`config.mk`:
```
export PLATFORM = sky130hd
export DESIGN_NAME = load_store_unit
export DESIGN_NICKNAME = d
export VERILOG_FILES = /design/src/rtl/lsu_pkg.sv /design/src/rtl/lsu_align.sv /design/src/rtl/load_store_unit.sv
export SDC_FILE = /design/constraint.sdc
export NUM_CORES = 1
export LEC_CHECK = 0
export ABC_AREA = 1
export BUFFER_PORTS_ARGS = -buffer_cell sky130_fd_sc_hd__buf_2
export CORE_ASPECT_RATIO = 0.8
export CORE_MARGIN = 3
export CORE_UTILIZATION = 45
export DETAILED_ROUTE_END_ITERATION = 8
export GPL_ROUTABILITY_DRIVEN = 0
export HOLD_SLACK_MARGIN = 0.1
export PLACE_DENSITY = 0.7
export SLEW_MARGIN = 10
export SYNTH_ARGS = -nofsm -noshare
export SYNTH_HDL_FRONTEND = slang
export SYNTH_HIERARCHICAL = 1
export SYNTH_SLANG_ARGS = --single-unit
```
`constraint.sdc`:
```
create_clock -name clk -period 2.2 [get_ports clk]
set_input_delay 0.55 -clock clk [delete_from_list [all_inputs] [get_ports clk]]
set_output_delay 0.55 -clock clk [all_outputs]
set_load 0.005 [all_outputs]
```
`src/rtl/lsu_pkg.sv`:
```
// Shared encodings for the load/store unit: RV32I width codes, FSM states
// and the capture-time legality check.
package lsu_pkg;

  localparam logic [2:0] F3_B  = 3'b000;
  localparam logic [2:0] F3_H  = 3'b001;
  localparam logic [2:0] F3_W  = 3'b010;
  localparam logic [2:0] F3_BU = 3'b100;
  localparam logic [2:0] F3_HU = 3'b101;

  typedef enum logic [1:0] {
    ST_IDLE,
    ST_ACCESS,
    ST_WRITE,
    ST_RESP
  } lsu_state_t;

  // Unsigned width codes are load-only, so a store using them is illegal.
  function automatic logic lsu_req_err(input logic       we,
                                       input logic [2:0] funct3,
                                       input logic [1:0] off);
    logic err;
    err = 1'b0;
    case (funct3)
      F3_B:         err = 1'b0;
      F3_H:         err = off[0];
      F3_W:         err = (off != 2'b00);
      F3_BU, F3_HU: err = we;
      default:      err = 1'b1;
    endcase
    return err;
  endfunction

endpackage

```
`src/rtl/lsu_align.sv`:
```
// Byte-lane steering: extracts and extends load data from a memory word, and
// merges byte/half store data into a word for read-modify-write.
module lsu_align
  import lsu_pkg::*;
(
  input  logic [2:0]  funct3_i,
  input  logic [1:0]  off_i,
  input  logic [31:0] word_i,
  input  logic [31:0] wdata_i,
  output logic [31:0] load_data_o,
  output logic [31:0] merge_data_o
);

  logic [4:0]  byte_sh;
  logic [4:0]  half_sh;
  logic [31:0] shifted;
  logic [31:0] lane_mask;
  logic [31:0] lane_data;

  always_comb begin
    byte_sh     = {off_i, 3'b000};
    half_sh     = {off_i[1], 4'b0000};
    shifted     = word_i >> byte_sh;
    load_data_o = '0;
    case (funct3_i)
      F3_B:    load_data_o = {{24{shifted[7]}}, shifted[7:0]};
      F3_BU:   load_data_o = {24'b0, shifted[7:0]};
      F3_H:    load_data_o = {{16{shifted[15]}}, shifted[15:0]};
      F3_HU:   load_data_o = {16'b0, shifted[15:0]};
      F3_W:    load_data_o = word_i;
      default: load_data_o = '0;
    endcase
  end

  // Only B and H stores reach the merge path; everything else is a half.
  always_comb begin
    if (funct3_i == F3_B) begin
      lane_mask = 32'h0000_00FF << byte_sh;
      lane_data = {24'b0, wdata_i[7:0]} << byte_sh;
    end else begin
      lane_mask = 32'h0000_FFFF << half_sh;
      lane_data = {16'b0, wdata_i[15:0]} << half_sh;
    end
    merge_data_o = (word_i & ~lane_mask) | lane_data;
  end

endmodule

```
`src/rtl/load_store_unit.sv`:
```
// Load/store initiator for a word-only data memory: aligned loads with
// extension, whole-word stores, and read-modify-write for byte/half stores.
module load_store_unit
  import lsu_pkg::*;
(
  input  logic        clk,
  input  logic        rst_n,
  input  logic        req_valid,
  output logic        req_ready,
  input  logic        req_we,
  input  logic [2:0]  req_funct3,
  input  logic [31:0] req_addr,
  input  logic [31:0] req_wdata,
  output logic        resp_valid,
  output logic [31:0] resp_rdata,
  output logic        resp_err,
  output logic [31:0] mem_a,
  output logic        mem_we,
  output logic [31:0] mem_wd,
  input  logic [31:0] mem_rd
);

  // Handshake: a request transfers on a rising edge where req_valid and
  // req_ready are both high; resp_valid is a one-cycle pulse with no backpressure.

  lsu_state_t  state_q;
  logic        we_q;
  logic [2:0]  funct3_q;
  logic [31:0] addr_q;
  logic [31:0] wdata_q;
  logic        resp_valid_q;
  logic        resp_err_q;
  logic [31:0] resp_rdata_q;
  logic        mem_we_q;
  logic [31:0] mem_wd_q;

  logic        req_err;
  logic [31:0] load_data;
  logic [31:0] merge_data;

  assign req_err    = lsu_req_err(req_we, req_funct3, req_addr[1:0]);
  assign req_ready  = (state_q == ST_IDLE);
  assign resp_valid = resp_valid_q;
  assign resp_err   = resp_err_q;
  assign resp_rdata = resp_rdata_q;
  assign mem_a      = {addr_q[31:2], 2'b00};
  assign mem_we     = mem_we_q;
  assign mem_wd     = mem_wd_q;

  lsu_align u_align (
    .funct3_i     (funct3_q),
    .off_i        (addr_q[1:0]),
    .word_i       (mem_rd),
    .wdata_i      (wdata_q),
    .load_data_o  (load_data),
    .merge_data_o (merge_data)
  );

  always_ff @(posedge clk or negedge rst_n) begin
    if (!rst_n) begin
      state_q      <= ST_IDLE;
      we_q         <= 1'b0;
      funct3_q     <= 3'b000;
      addr_q       <= '0;
      wdata_q      <= '0;
      resp_valid_q <= 1'b0;
      resp_err_q   <= 1'b0;
      resp_rdata_q <= '0;
      mem_we_q     <= 1'b0;
      mem_wd_q     <= '0;
    end else begin
      case (state_q)
        ST_IDLE: begin
          if (req_valid) begin
            we_q         <= req_we;
            funct3_q     <= req_funct3;
            addr_q       <= req_addr;
            wdata_q      <= req_wdata;
            resp_rdata_q <= '0;
            resp_err_q   <= 1'b0;
            if (req_err) begin
              state_q      <= ST_RESP;
              resp_valid_q <= 1'b1;
              resp_err_q   <= 1'b1;
            end else begin
              state_q <= ST_ACCESS;
              // A word store needs no read, so it writes during ACCESS.
              if (req_we && (req_funct3 == F3_W)) begin
                mem_we_q <= 1'b1;
                mem_wd_q <= req_wdata;
              end
            end
          end
        end
        ST_ACCESS: begin
          if (!we_q) begin
            resp_rdata_q <= load_data;
            resp_valid_q <= 1'b1;
            state_q      <= ST_RESP;
          end else if (funct3_q == F3_W) begin
            mem_we_q     <= 1'b0;
            resp_valid_q <= 1'b1;
            state_q      <= ST_RESP;
          end else begin
            // mem_wd_q doubles as the merge register for the write cycle.
            mem_wd_q <= merge_data;
            mem_we_q <= 1'b1;
            state_q  <= ST_WRITE;
          end
        end
        ST_WRITE: begin
          mem_we_q     <= 1'b0;
          resp_valid_q <= 1'b1;
          state_q      <= ST_RESP;
        end
        ST_RESP: begin
          resp_valid_q <= 1'b0;
          state_q      <= ST_IDLE;
        end
        default: state_q <= ST_IDLE;
      endcase
    end
  end

endmodule

```
* Yosys cells after proc, flatten, opt, wreduce, memory -nomap -nowiden
Cells that the tools add are included.
** Storage, ports and cells
- Register bits after elaboration :: 121
- Input port bits :: 103
- Word-level logic and storage cells :: 80
** Operators by class
- Eq/ne operators :: 19
- Shift-type cells :: 5
- Mux-type cells :: 30
- Bitwise gates (word level) :: 3
- Reduce and logical (&&, ||, !) cells :: 13
** Operators with widths (number)
- $mux W32 :: 9
- $pmux W32 S5 :: 1
- $pmux W32 S2 :: 2
- $and A32 B32 Y32 :: 1
- $not A32 Y32 :: 1
- $or A32 B32 Y32 :: 1
- $shl A16 B5 Y32 :: 1
- $shl A16 B5 Y32 const A :: 1
- $shl A8 B5 Y32 :: 1
- $shl A8 B5 Y32 const A :: 1
- $shr A32 B5 Y16 :: 1
- $eq A3 B3 Y1 const B :: 4
- $mux W1 :: 12
- $ne A2 B2 Y1 const B :: 5
- $pmux W1 S4 :: 2
- $pmux W2 S4 :: 1
- $eq A3 B1 Y1 const B :: 2
- $eq A3 B2 Y1 const B :: 2
- $logic_not A3 Y1 :: 2
- $reduce_and A3 Y1 :: 2
- $reduce_and A6 Y1 :: 1
- $reduce_and A5 Y1 :: 1
- $eq A2 B2 Y1 const B :: 2
- $mux W2 :: 2
- 10 further kinds :: 12

* Longest topological paths before layout
Gate-level depths: netlist (run 1).
- Depth after elaboration :: 8
- Depth in mapped cells :: 11
- Gate-level depth less buffers :: 10

* Modules after synthesis
Netlist (run 1), hierarchy kept.
** Modules (own cells, without submodules)
- load_store_unit :: times used 1, cells an instance 725, area each 6079.6 µm², seq. area each 3428.3 µm²
- lsu_align :: times used 1, cells an instance 307, area each 1350.0 µm², seq. area each 0.0 µm²

* Worst setup path before layout (run 1)
OpenSTA, ideal clock, no wires.
- Kind :: reg2reg
- Start point :: register state_q[0]
- End point :: register mem_wd_q[10] (netlist: mem_wd[10])
- Setup time :: 0.117 ns
- Arrival time :: 1.564 ns
- Path slack :: 0.519 ns
- Stages on the path, launching flop included :: 11
- Clock period less this slack :: 1.681 ns
- Path through :: dfrtp_1 inv_1 ha_1 nand2_2 inv_2 a21oi_2 nor2_4 nand2_2 buf_2 nand2_1 nand2_1
** On the way
- Longest elaborated chain between the ends :: 3
- Elaborated cells between the ends (all ways) :: 10
- Classes of those cells :: 6 x eq/ne; 1 x mux; 3 x reduce/logical
** Ends and longest elaborated chain
- from (decl) :: RTL line load_store_unit.sv:26 : lsu_state_t state_q;
- from (signal assigned) :: RTL line load_store_unit.sv:61 : state_q <= ST_IDLE;
- from (signal assigned) :: RTL line load_store_unit.sv:82 : state_q <= ST_RESP;
- from (signal assigned) :: RTL line load_store_unit.sv:86 : state_q <= ST_ACCESS;
- $logic_not A2 Y1 *
- net req_ready :: RTL line load_store_unit.sv:9 : output logic req_ready,
- $ne A2 B1 Y1 (no line), or another cell as far along
- $reduce_and A6 Y1 (no line)
- to (signal assigned) :: RTL line load_store_unit.sv:90 : mem_wd_q <= req_wdata;
- to (signal assigned) :: RTL line load_store_unit.sv:106 : mem_wd_q <= merge_data;
- to (decl) :: RTL line load_store_unit.sv:35 : logic [31:0] mem_wd_q;
Mark *: on every way through the listed nets, which the timed path passes. The rest lies on a longest branch.
A chain may end at the register's enable or synchronous reset.

* Worst setup path after layout (run 1)
- Start point :: register state_q[0]
- End point :: output req_ready
** On the way
- Longest elaborated chain between the ends :: 1
** Ends and longest elaborated chain
- $logic_not A2 Y1 :: RTL line load_store_unit.sv:42 : assign req_ready = (state_q == ST_IDLE);
- to (decl) :: RTL line load_store_unit.sv:9
No other way between the ends.

==> metrics.md, run 1 <==
| Metric | Value |
|---|---|
| # IOs | `203` |
| Drt first pass iters | `5` |
| CTS sink count | `121` |
| Max Clock Freq | `498 MHz` |
| Remaining Overflow, GRT | `0` |
| Growth of design area from synthesis to finish | `22.4%` |
| Starting Density | `47.1%` |
| RSZ-0062 raised after global routing | `no` |
| WP data arrival | `1460 ps` |
| PortBufs | `200` |
| Final instance area | `8430 um^2` |
| Post-Syn Instances | `984` |
| Largest net degree at the start of global routing | `75` |
| Fin crit period | `2010 ps` |
| Setup Skew | `13.9 ps` |
| Post-Layout Cell Count | `1338` |
| Cell Pwr Density | `1510 nW/um^2` |
| Synthesized cell area | `6890 um^2` |
| Die area | `16800 um^2` |
| Max_cap viols | `0` |
| Final Hold Viols | `0` |
| GRT Overall Usage | `24.0%` |
| Routed wire length | `20000 um` |
| H-Tree Depth | `4` |
| Wire per inst | `15.0 um` |
| Most frequent cells in the layout | `nand2_1, buf_2, nand3_1` |
| Final net count | `1246` |
| Cells after DPL | `1302` |
| Setup TNS | `0 ps` |
| CP required | `1650 ps` |
| Hold WC Path Type | `input pin to flop` |
| Clk root buf | `clkbuf_16` |
| Setup CP Type | `flop to primary output` |
| Fill cells | `1390` |
| FP Rows | `39` |
| Initial antenna violation count | `7` |
| CORE AREA | `14600 um^2` |
| Status | `finished, final reports clean` |
| ANT nets after route | `0` |
| Final Max Tran Viols | `0` |
| Worst-path fanout max | `7` |
| Critical Path Sink Type | `primary output` |
| DRT iter0 DRCs | `584` |
| Worst Max-Slew Pin Slew | `715 ps` |
| Worst-path clk slew | `60 ps` |
| LEAKAGE | `0.00472 uW` |
| Number of global-route vias before repair | `6194` |
| Vias | `6775` |
| Share of layout cells above drive strength 1 | `24.2%` |
| Most common cell after layout, fill and taps aside | `nand2_1` |
| Placed cell areas | `7810 um^2` |
| Final hold slack | `309 ps` |
| Syn Area/Cell | `7.00 um^2` |
| Yosys warning total | `6` |
| Vias per cell | `5.06` |
| Maximum VDD drop | `0.877 mV` |
| DR DRC count | `0` |
| Startpoint Class | `flop` |
| Max Buffers Root-to-Sink | `2` |
| Slew HR | `52.3%` |
| Final setup fails | `0` |
| Die X | `144 um` |
| CTS tree | `yes` |
| TritonCTS buffer count | `17` |
| Clock Latency Late Sink | `430 ps` |
| Die height | `117 um` |
| Post-DP HPWL | `14500 um` |
| First-pass GRT wire length | `31500 um` |
| Post-CTS Setup Bufs | `0` |
| Tcrit/Tclk final | `91.3%` |
## sequential cells by signal, indices dropped and copies added, names as in the netlist
register    cells
wdata_q        16
addr_q         32
resp_valid      1
funct3_q        3
we_q            1
mem_we          1
state_q         2
resp_rdata     32
mem_wd         32
resp_err        1
## worst max-delay path, stage by stage, from the launching register on
cell	delay [ps]
dfrtp_1	430
inv_1	120
ha_1	310
buf_2	170
## stage by stage
stage          power [uW]  util [%]  worst slack [ps]
2_1_floorplan        8150         -               519
3_3_place_gp         9740      53.3               251
3_5_place_dp         9820      53.3               235
4_1_cts             12800      57.5               180
5_1_grt             13900      57.6              35.2
6_report            12700      57.6               191
## where the power goes
part | switching [uW] | internal [uW]
registers | 692 | 3200
clock network | 1160 | 1720
logic | 3770 | 2160
## final timing paths
kind	from	end	slack, ps	cells past startpoint
max in group asynchronous	rst_n	addr_q[14]	1010	3
hold / removal	req_addr[25]	addr_q[25]	310	3
hold reg to reg	mem_wd[30]	mem_wd[30]	460	2
min in group asynchronous	rst_n	resp_rdata[21]	590	2
setup reg to reg	state_q[0]	mem_wd[29]	270	9
setup / recovery	state_q[0]	req_ready	190	3
## routing by layer
layer | track usage [%] | vias up | wire [um]
li1 | - | 3399 | -
met1 | 33.2 | 3050 | 9180
met2 | 35.3 | 285 | 8560
met3 | 9.13 | 31 | 1970
met4 | 6.65 | 10 | 233
met5 | 0 | - | 62
## final cells by class
class	instances	area (um^2)	share of cell area (%)
Antenna cell	3	7.51	0.0890
Clock buffer	17	425	5.04
Clock inverter	15	180	2.14
Inverter	88	330	3.92
Multi-Input combinational cell	693	3060	36.3
Sequential cell	121	3030	35.9
Tap cell	184	230	2.73
Timing Repair Buffer	217	1170	13.9
## what timing repair did
item | in CTS | in global routing
endpoints found under the hold margin | 24 | 0
hold buffers | 1 | 0
gates resized for setup | 0 | 1
setup endpoints to repair | 0 | 12
No activity file was read; power rests on OpenSTA's default activity.
==> run 2: changes to the inputs <==
--- a/config.mk
+++ b/config.mk
@@ -13,6 +13,7 @@
 export DETAILED_ROUTE_END_ITERATION = 8
 export GPL_ROUTABILITY_DRIVEN = 0
 export HOLD_SLACK_MARGIN = 0.1
+export MAX_ROUTING_LAYER = met4
 export PLACE_DENSITY = 0.7
 export SLEW_MARGIN = 10
 export SYNTH_ARGS = -nofsm -noshare
==> run 2 against run 1 <==
  * Clock-buffer cell count did not move
  * Flip-flop and latch count did not move
  * Register-to-register slack barely moved
  * Routed wire length rose by 0.26%
  * Critical path depth did not move
  * Sequential power barely moved
  * Sequential share of layout area fell by 0.053 points
  * Largest cell class unchanged
  * First-iteration DRC count fell by 2.2%
  * Power barely moved
  * Utilization rose by 0.085 points
  * Via count fell by 0.83%
==> metrics.md, run 2 (synthesis results as in run 1) <==
| Metric | Value |
|---|---|
| Status | `finished, final reports clean` |
| Slew HR | `52.7% (+0.34 points)` |
| FP Rows | `39 (unchanged)` |
| Remaining Overflow, GRT | `0 (unchanged)` |
| DRT iter0 DRCs | `571 (-2.2%)` |
| Max_cap viols | `0 (unchanged)` |
| Tcrit/Tclk final | `91.2% (-0.17 points)` |
| Combinational fraction of design power | `46.7% (about the same)` |
| Growth of design area from synthesis to finish | `22.6%` |
| Worst path cell trace | `inv_1, ha_1, buf_2` |
| CTS sink count | `121 (unchanged)` |
| # IOs | `203 (unchanged)` |
| LEAKAGE | `0.00472 uW (about the same)` |
| Die X | `144 um (unchanged)` |
| Total chip power | `12700 uW (about the same)` |
| GRT Overall Usage | `24.7% (+0.72 points)` |
| Slowest stage delay, CP | `430 ps (about the same)` |
| Initial antenna violation count | `7 (unchanged)` |
| Max Buffers Root-to-Sink | `2 (unchanged)` |
| CTS tree | `yes` |
| Vias | `6719 (-0.83%)` |
| Most common cell after layout, fill and taps aside | `nand2_1` |
| Setup CP Type | `flop to primary output` |
| Die height | `117 um (unchanged)` |
| Startpoint Class | `flop` |
| Maximum VDD drop | `0.876 mV (about the same)` |
| Setup TNS | `0 ps (unchanged)` |
| Worst-path fanout max | `7 (unchanged)` |
| Die area | `16800 um^2 (unchanged)` |
| Largest net degree at the start of global routing | `75 (unchanged)` |
| PortBufs | `200 (unchanged)` |
| Worst Max-Slew Pin Slew | `710 ps (-5.05 ps)` |
| Setup Skew | `7.38 ps (-6.54 ps)` |
| Cells after DPL | `1302 (unchanged)` |
| Number of global-route vias before repair | `6197 (+0.048%)` |
| Routed wire length | `20100 um (+0.26%)` |
| First-pass GRT wire length | `31400 um (about the same)` |
| Fin crit period | `2010 ps (-3.64 ps)` |
| Most frequent cells in the layout | `nand2_1, buf_2, nand3_1` |
| Final net count | `1246 (unchanged)` |
| Worst-path clk slew | `60 ps (about the same)` |
| CORE AREA | `14600 um^2 (unchanged)` |
| Cell Pwr Density | `1500 nW/um^2 (about the same)` |
| RSZ-0062 raised after global routing | `no` |
| DR DRC count | `0 (unchanged)` |
| Post-DP HPWL | `14500 um (unchanged)` |
| Clock power frac | `22.6% (about the same)` |
| Sequential share of power | `30.7% (about the same)` |
| Clk root buf | `clkbuf_16` |
| CP required | `1650 ps (about the same)` |
| WP data arrival | `1460 ps (about the same)` |
| Vias per cell | `5.00 (-1.2%)` |
| Final Hold Viols | `0 (unchanged)` |
| Drt first pass iters | `5 (unchanged)` |
| Hold WC Path Type | `input pin to flop` |
| Sw frac | `44.3% (+0.047 points)` |
| Internal power | `7070 uW (about the same)` |
| Critical Path Sink Type | `primary output` |
| Wire per inst | `14.9 um (-0.11%)` |
| TritonCTS buffer count | `17 (unchanged)` |
| ANT nets after route | `0 (unchanged)` |
| Starting Density | `47.1% (unchanged)` |
| Share of layout cells above drive strength 1 | `24.2% (unchanged)` |
| Max Clock Freq | `499 MHz (+0.18%)` |
| Sw power | `5630 uW (+0.20%)` |
| Post-Layout Cell Count | `1343 (+0.37%)` |
| Final setup fails | `0 (unchanged)` |
| Slowest CP cell | `dfrtp_1` |
| H-Tree Depth | `4 (unchanged)` |
| Clock Latency Late Sink | `430 ps (about the same)` |
| Final Max Tran Viols | `0 (unchanged)` |
run 2: worst paths after layout:
path	from	to	slack [ps]	cells past startpoint
max	state_q[0]	req_ready	190	3
min	req_addr[25]	addr_q[25]	310	3
max reg2reg	state_q[0]	mem_wd[29]	260	9
min reg2reg	mem_wd[30]	mem_wd[30]	460	2
max in group asynchronous	rst_n	addr_q[0]	1010	3
min in group asynchronous	rst_n	resp_rdata[21]	590	2
run 2: what timing repair did:
action	4_1_cts	5_1_grt
hold endpoints to repair	24	0
hold buffers	1	0
endpoints found under the setup margin	0	12
gates resized for setup	0	1
buffers inserted	0	0
run 2: power by group through the flow:
stage	clock [uW]	sequential [uW]	combinational, uW
floorplan	0	3800	4350
global placement	0	3910	5830
detailed placement	0	3900	5930
CTS	2930	3890	5950
global route	3040	4020	6800
finish	2880	3900	5930
run 2: worst max-delay path: cells and delay by family, from the launching register on:
kind	cells	cell delay, ps
buffers and inverters	2	290
DFF	1	430
adders and majority gates	1	310
run 2: per-layer routing:
| metal | part of all wire (%) | vias to the layer above | GRT usage (%) |
|---|---|---|---|
| met5 | 0 | - | - |
| met4 | 0.98 | 0 | 6.84 |
| met3 | 9.8 | 17 | 8.06 |
| met2 | 43 | 287 | 35.3 |
| met1 | 47 | 3000 | 33.7 |
| li1 | - | 3415 | - |
run 2: area by class of cell:
| class | instances | area [um^2] |
|---|---|---|
| Fill cell | 1390 | 6190 |
| Multi-Input combinational cell | 693 | 3060 |
| Sequential cell | 121 | 3030 |
| Timing Repair Buffer | 217 | 1170 |
| Clock buffer | 17 | 425 |
| Inverter | 88 | 330 |
| Tap cell | 184 | 230 |
| Clock inverter | 15 | 180 |
| Antenna cell | 8 | 20.0 |
run 2: per-stage QoR:
stage               area [um^2]  setup slack, ps  hold slack (ps)  utilization (%)
floorplan                  6890              519              254                -
global placement           7810              251              451             53.3
detailed placement         7810              235              454             53.3
CTS                        8420              180              298             57.5
global route               8440             35.2              295             57.7
finish                     8450              194              313             57.7
==> run 3: changes to the inputs <==
--- a/config.mk
+++ b/config.mk
@@ -8,13 +8,12 @@
 export ABC_AREA = 1
 export BUFFER_PORTS_ARGS = -buffer_cell sky130_fd_sc_hd__buf_2
 export CORE_ASPECT_RATIO = 0.8
-export CORE_MARGIN = 3
-export CORE_UTILIZATION = 45
+export CORE_MARGIN = 1
+export CORE_UTILIZATION = 30
 export DETAILED_ROUTE_END_ITERATION = 8
 export GPL_ROUTABILITY_DRIVEN = 0
 export HOLD_SLACK_MARGIN = 0.1
 export MAX_ROUTING_LAYER = met4
-export PLACE_DENSITY = 0.7
 export SLEW_MARGIN = 10
 export SYNTH_ARGS = -nofsm -noshare
 export SYNTH_HDL_FRONTEND = slang
==> run 3 against run 2 <==
  * Fmax decreased by 0.15%
  * Register-to-register slack improved by 40 ps
  * Sequential share of layout area is 0.89 points lower
  * Via count is 1.0% higher
  * Clock skew is 0.61 ps lower
  * First-iteration DRC count rose by 6.1%
  * Hold slack better by 12 ps
  * Global-route usage fell by 5.0 points
  * Design area increased by 2.6%
  * Die area is 40% higher
  * Utilization down 19 points
  * Critical endpoint unchanged
==> metrics.md, run 3 (synthesis results as in run 1) <==
| Metric | Value |
|---|---|
| Status | `finished, final reports clean` |
| Post-Layout Cell Count | `1465 (+9.1%)` |
| Final net count | `1247 (+0.080%)` |
| Drt first pass iters | `5 (unchanged)` |
| Clk root buf | `clkbuf_16` |
| Final setup fails | `0 (unchanged)` |
| Final Max Tran Viols | `0 (unchanged)` |
| CTS tree | `yes` |
| Final Core Density | `38.5% (-19 points)` |
| Vias per cell | `4.63 (-7.4%)` |
| Worst path cell trace | `inv_1, ha_1, buf_2` |
| TritonCTS buffer count | `17 (unchanged)` |
| FP Rows | `49 (+26%)` |
| CP delay by family, top | `flip-flops` |
| Slowest CP cell | `dfrtp_1` |
| Wire per inst | `15.0 um (+0.28%)` |
| Tcrit/Tclk final | `91.3% (+0.14 points)` |
| DRT iter0 DRCs | `606 (+6.1%)` |
| Setup CP Type | `flop to primary output` |
| Initial antenna violation count | `8 (+1)` |
| Most common cell after layout, fill and taps aside | `nand2_1` |
| Max Clock Freq | `498 MHz (-0.15%)` |
| H-Tree Depth | `4 (unchanged)` |
| Final hold slack | `325 ps (+11.7 ps)` |
| Cells after DPL | `1425 (+9.4%)` |
| Cell Pwr Density | `1500 nW/um^2 (-0.23%)` |
| Growth of design area from synthesis to finish | `25.8%` |
| Startpoint Class | `flop` |
| # IOs | `203 (unchanged)` |
| Routed wire length | `21900 um (+9.4%)` |
| Vias | `6789 (+1.0%)` |
| DR DRC count | `0 (unchanged)` |
| Maximum VDD drop | `0.592 mV (-32%)` |
| RSZ-0062 raised after global routing | `no` |
| Clock Latency Late Sink | `420 ps (about the same)` |
| Worst Max-Slew Pin Slew | `726 ps (+16.1 ps)` |
| Slowest stage delay, CP | `430 ps (about the same)` |
| Remaining Overflow, GRT | `0 (unchanged)` |
| Setup Skew | `6.78 ps (-0.607 ps)` |
| Hold WC Path Type | `input pin to flop` |
| Fill cells | `2411 (+73%)` |
| First-pass GRT wire length | `34300 um (+9.1%)` |
| Area occupied by multi-input gates | `3060 um^2 (+0.16%)` |
| Number of global-route vias before repair | `6435 (+3.8%)` |
| Max_cap viols | `0 (unchanged)` |
| Max Buffers Root-to-Sink | `2 (unchanged)` |
| Post-DP HPWL | `16200 um (+12%)` |
| PortBufs | `200 (unchanged)` |
| Slew HR | `51.6% (-1.1 points)` |
| WP data arrival | `1460 ps (about the same)` |
| ANT nets after route | `0 (unchanged)` |
| Die X | `171 um (+19%)` |
| CP required | `1650 ps (about the same)` |
| Most frequent cells in the layout | `nand2_1, buf_2, nand3_1` |
| Reg area | `3030 um^2 (about the same)` |
| Post-CTS Setup Bufs | `0 (unchanged)` |
| CORE AREA | `22500 um^2 (+54%)` |
| Bufs and invs on worst path | `2 (unchanged)` |
| Worst-path clk slew | `50 ps (about the same)` |
| Fin crit period | `2010 ps (+3.03 ps)` |
| Die area | `23600 um^2 (+40%)` |
| CTS sink count | `121 (unchanged)` |
| Share of layout cells above drive strength 1 | `24.1% (-0.087 points)` |
| Critical Path Sink Type | `primary output` |
| Setup TNS | `0 ps (unchanged)` |
| LEAKAGE | `0.00475 uW (+0.62%)` |
| FF-to-FF setup slack | `300 ps (+40 ps)` |
| Largest net degree at the start of global routing | `75 (unchanged)` |
| GRT Overall Usage | `19.7% (-5.0 points)` |
| Die height | `138 um (+18%)` |
| Worst-path fanout max | `7 (unchanged)` |
| Final Hold Viols | `0 (unchanged)` |
| Starting Density | `30.6% (-16 points)` |
-- run 3: cell count changes in the layout (fill, tap and decap cells not counted), moves of 2 or more --
| cell | change |
|---|---|
| inv_8 | -3 |
| clkinv_4 | -2 |
| bufinv_16 | +2 |
| clkinv_2 | +2 |
| inv_6 | -7 |
| clkbuf_1 | +2 |
| clkbuf_8 | +5 |
-- run 3: repair_timing --
action                                  in CTS  in global routing
resized for setup                            0                  6
endpoints found under the setup margin       0                 14
hold endpoints to repair                    22                  0
hold buffers                                 1                  0
-- run 3: layout make-up --
type	instances	area share, %
clock inverters	7	1.59
flip-flops and latches	121	35.0
diodes	8	0.231
inverters	88	3.84
clock buffers	24	5.79
well taps	306	4.42
multi-input cells	693	35.4
repair buffers	218	13.8
-- run 3: worst min-delay path: cells and delay by family --
kind                   cells  cell delay [ps]
buffers and inverters      1               70
and+or+nand+nor            2               80
-- run 3: metrics by stage --
| step | cell area, um^2 | total power, uW | worst slack (ps) |
|---|---|---|---|
| after floorplan | 6890 | 8150 | 519 |
| after global placement | 7980 | 9890 | 241 |
| after detailed placement | 7980 | 9990 | 207 |
| after CTS | 8630 | 13100 | 174 |
| after global routing | 8660 | 14200 | 34.0 |
| final | 8660 | 13000 | 191 |
-- run 3: metal layers --
layer,GRT usage [%],vias up,share of wire (%),routed length [um]
li1,-,3412,-,-
met1,26.1,3089,47,10300
met2,29.3,271,44,9580
met3,6.00,17,8.5,1860
met4,4.46,0,0.93,203
met5,-,-,0,0
-- run 3: path summary, 6_finish.rpt --
kind / start / end / depth (start not counted)
setup / recovery: state_q[1] / req_ready / 3
hold / removal: req_addr[31] / addr_q[31] / 3
setup reg to reg: state_q[1] / resp_valid / 9
hold reg to reg: mem_wd[12] / mem_wd[12] / 2
max in group asynchronous: rst_n / addr_q[26] / 3
min in group asynchronous: rst_n / mem_wd[28] / 2
-- run 3: where the power goes --
group	switching, uW	total, uW	internal (uW)
logic	3830	6030	2200
registers	734	3940	3200
clock network	1000	3040	2040
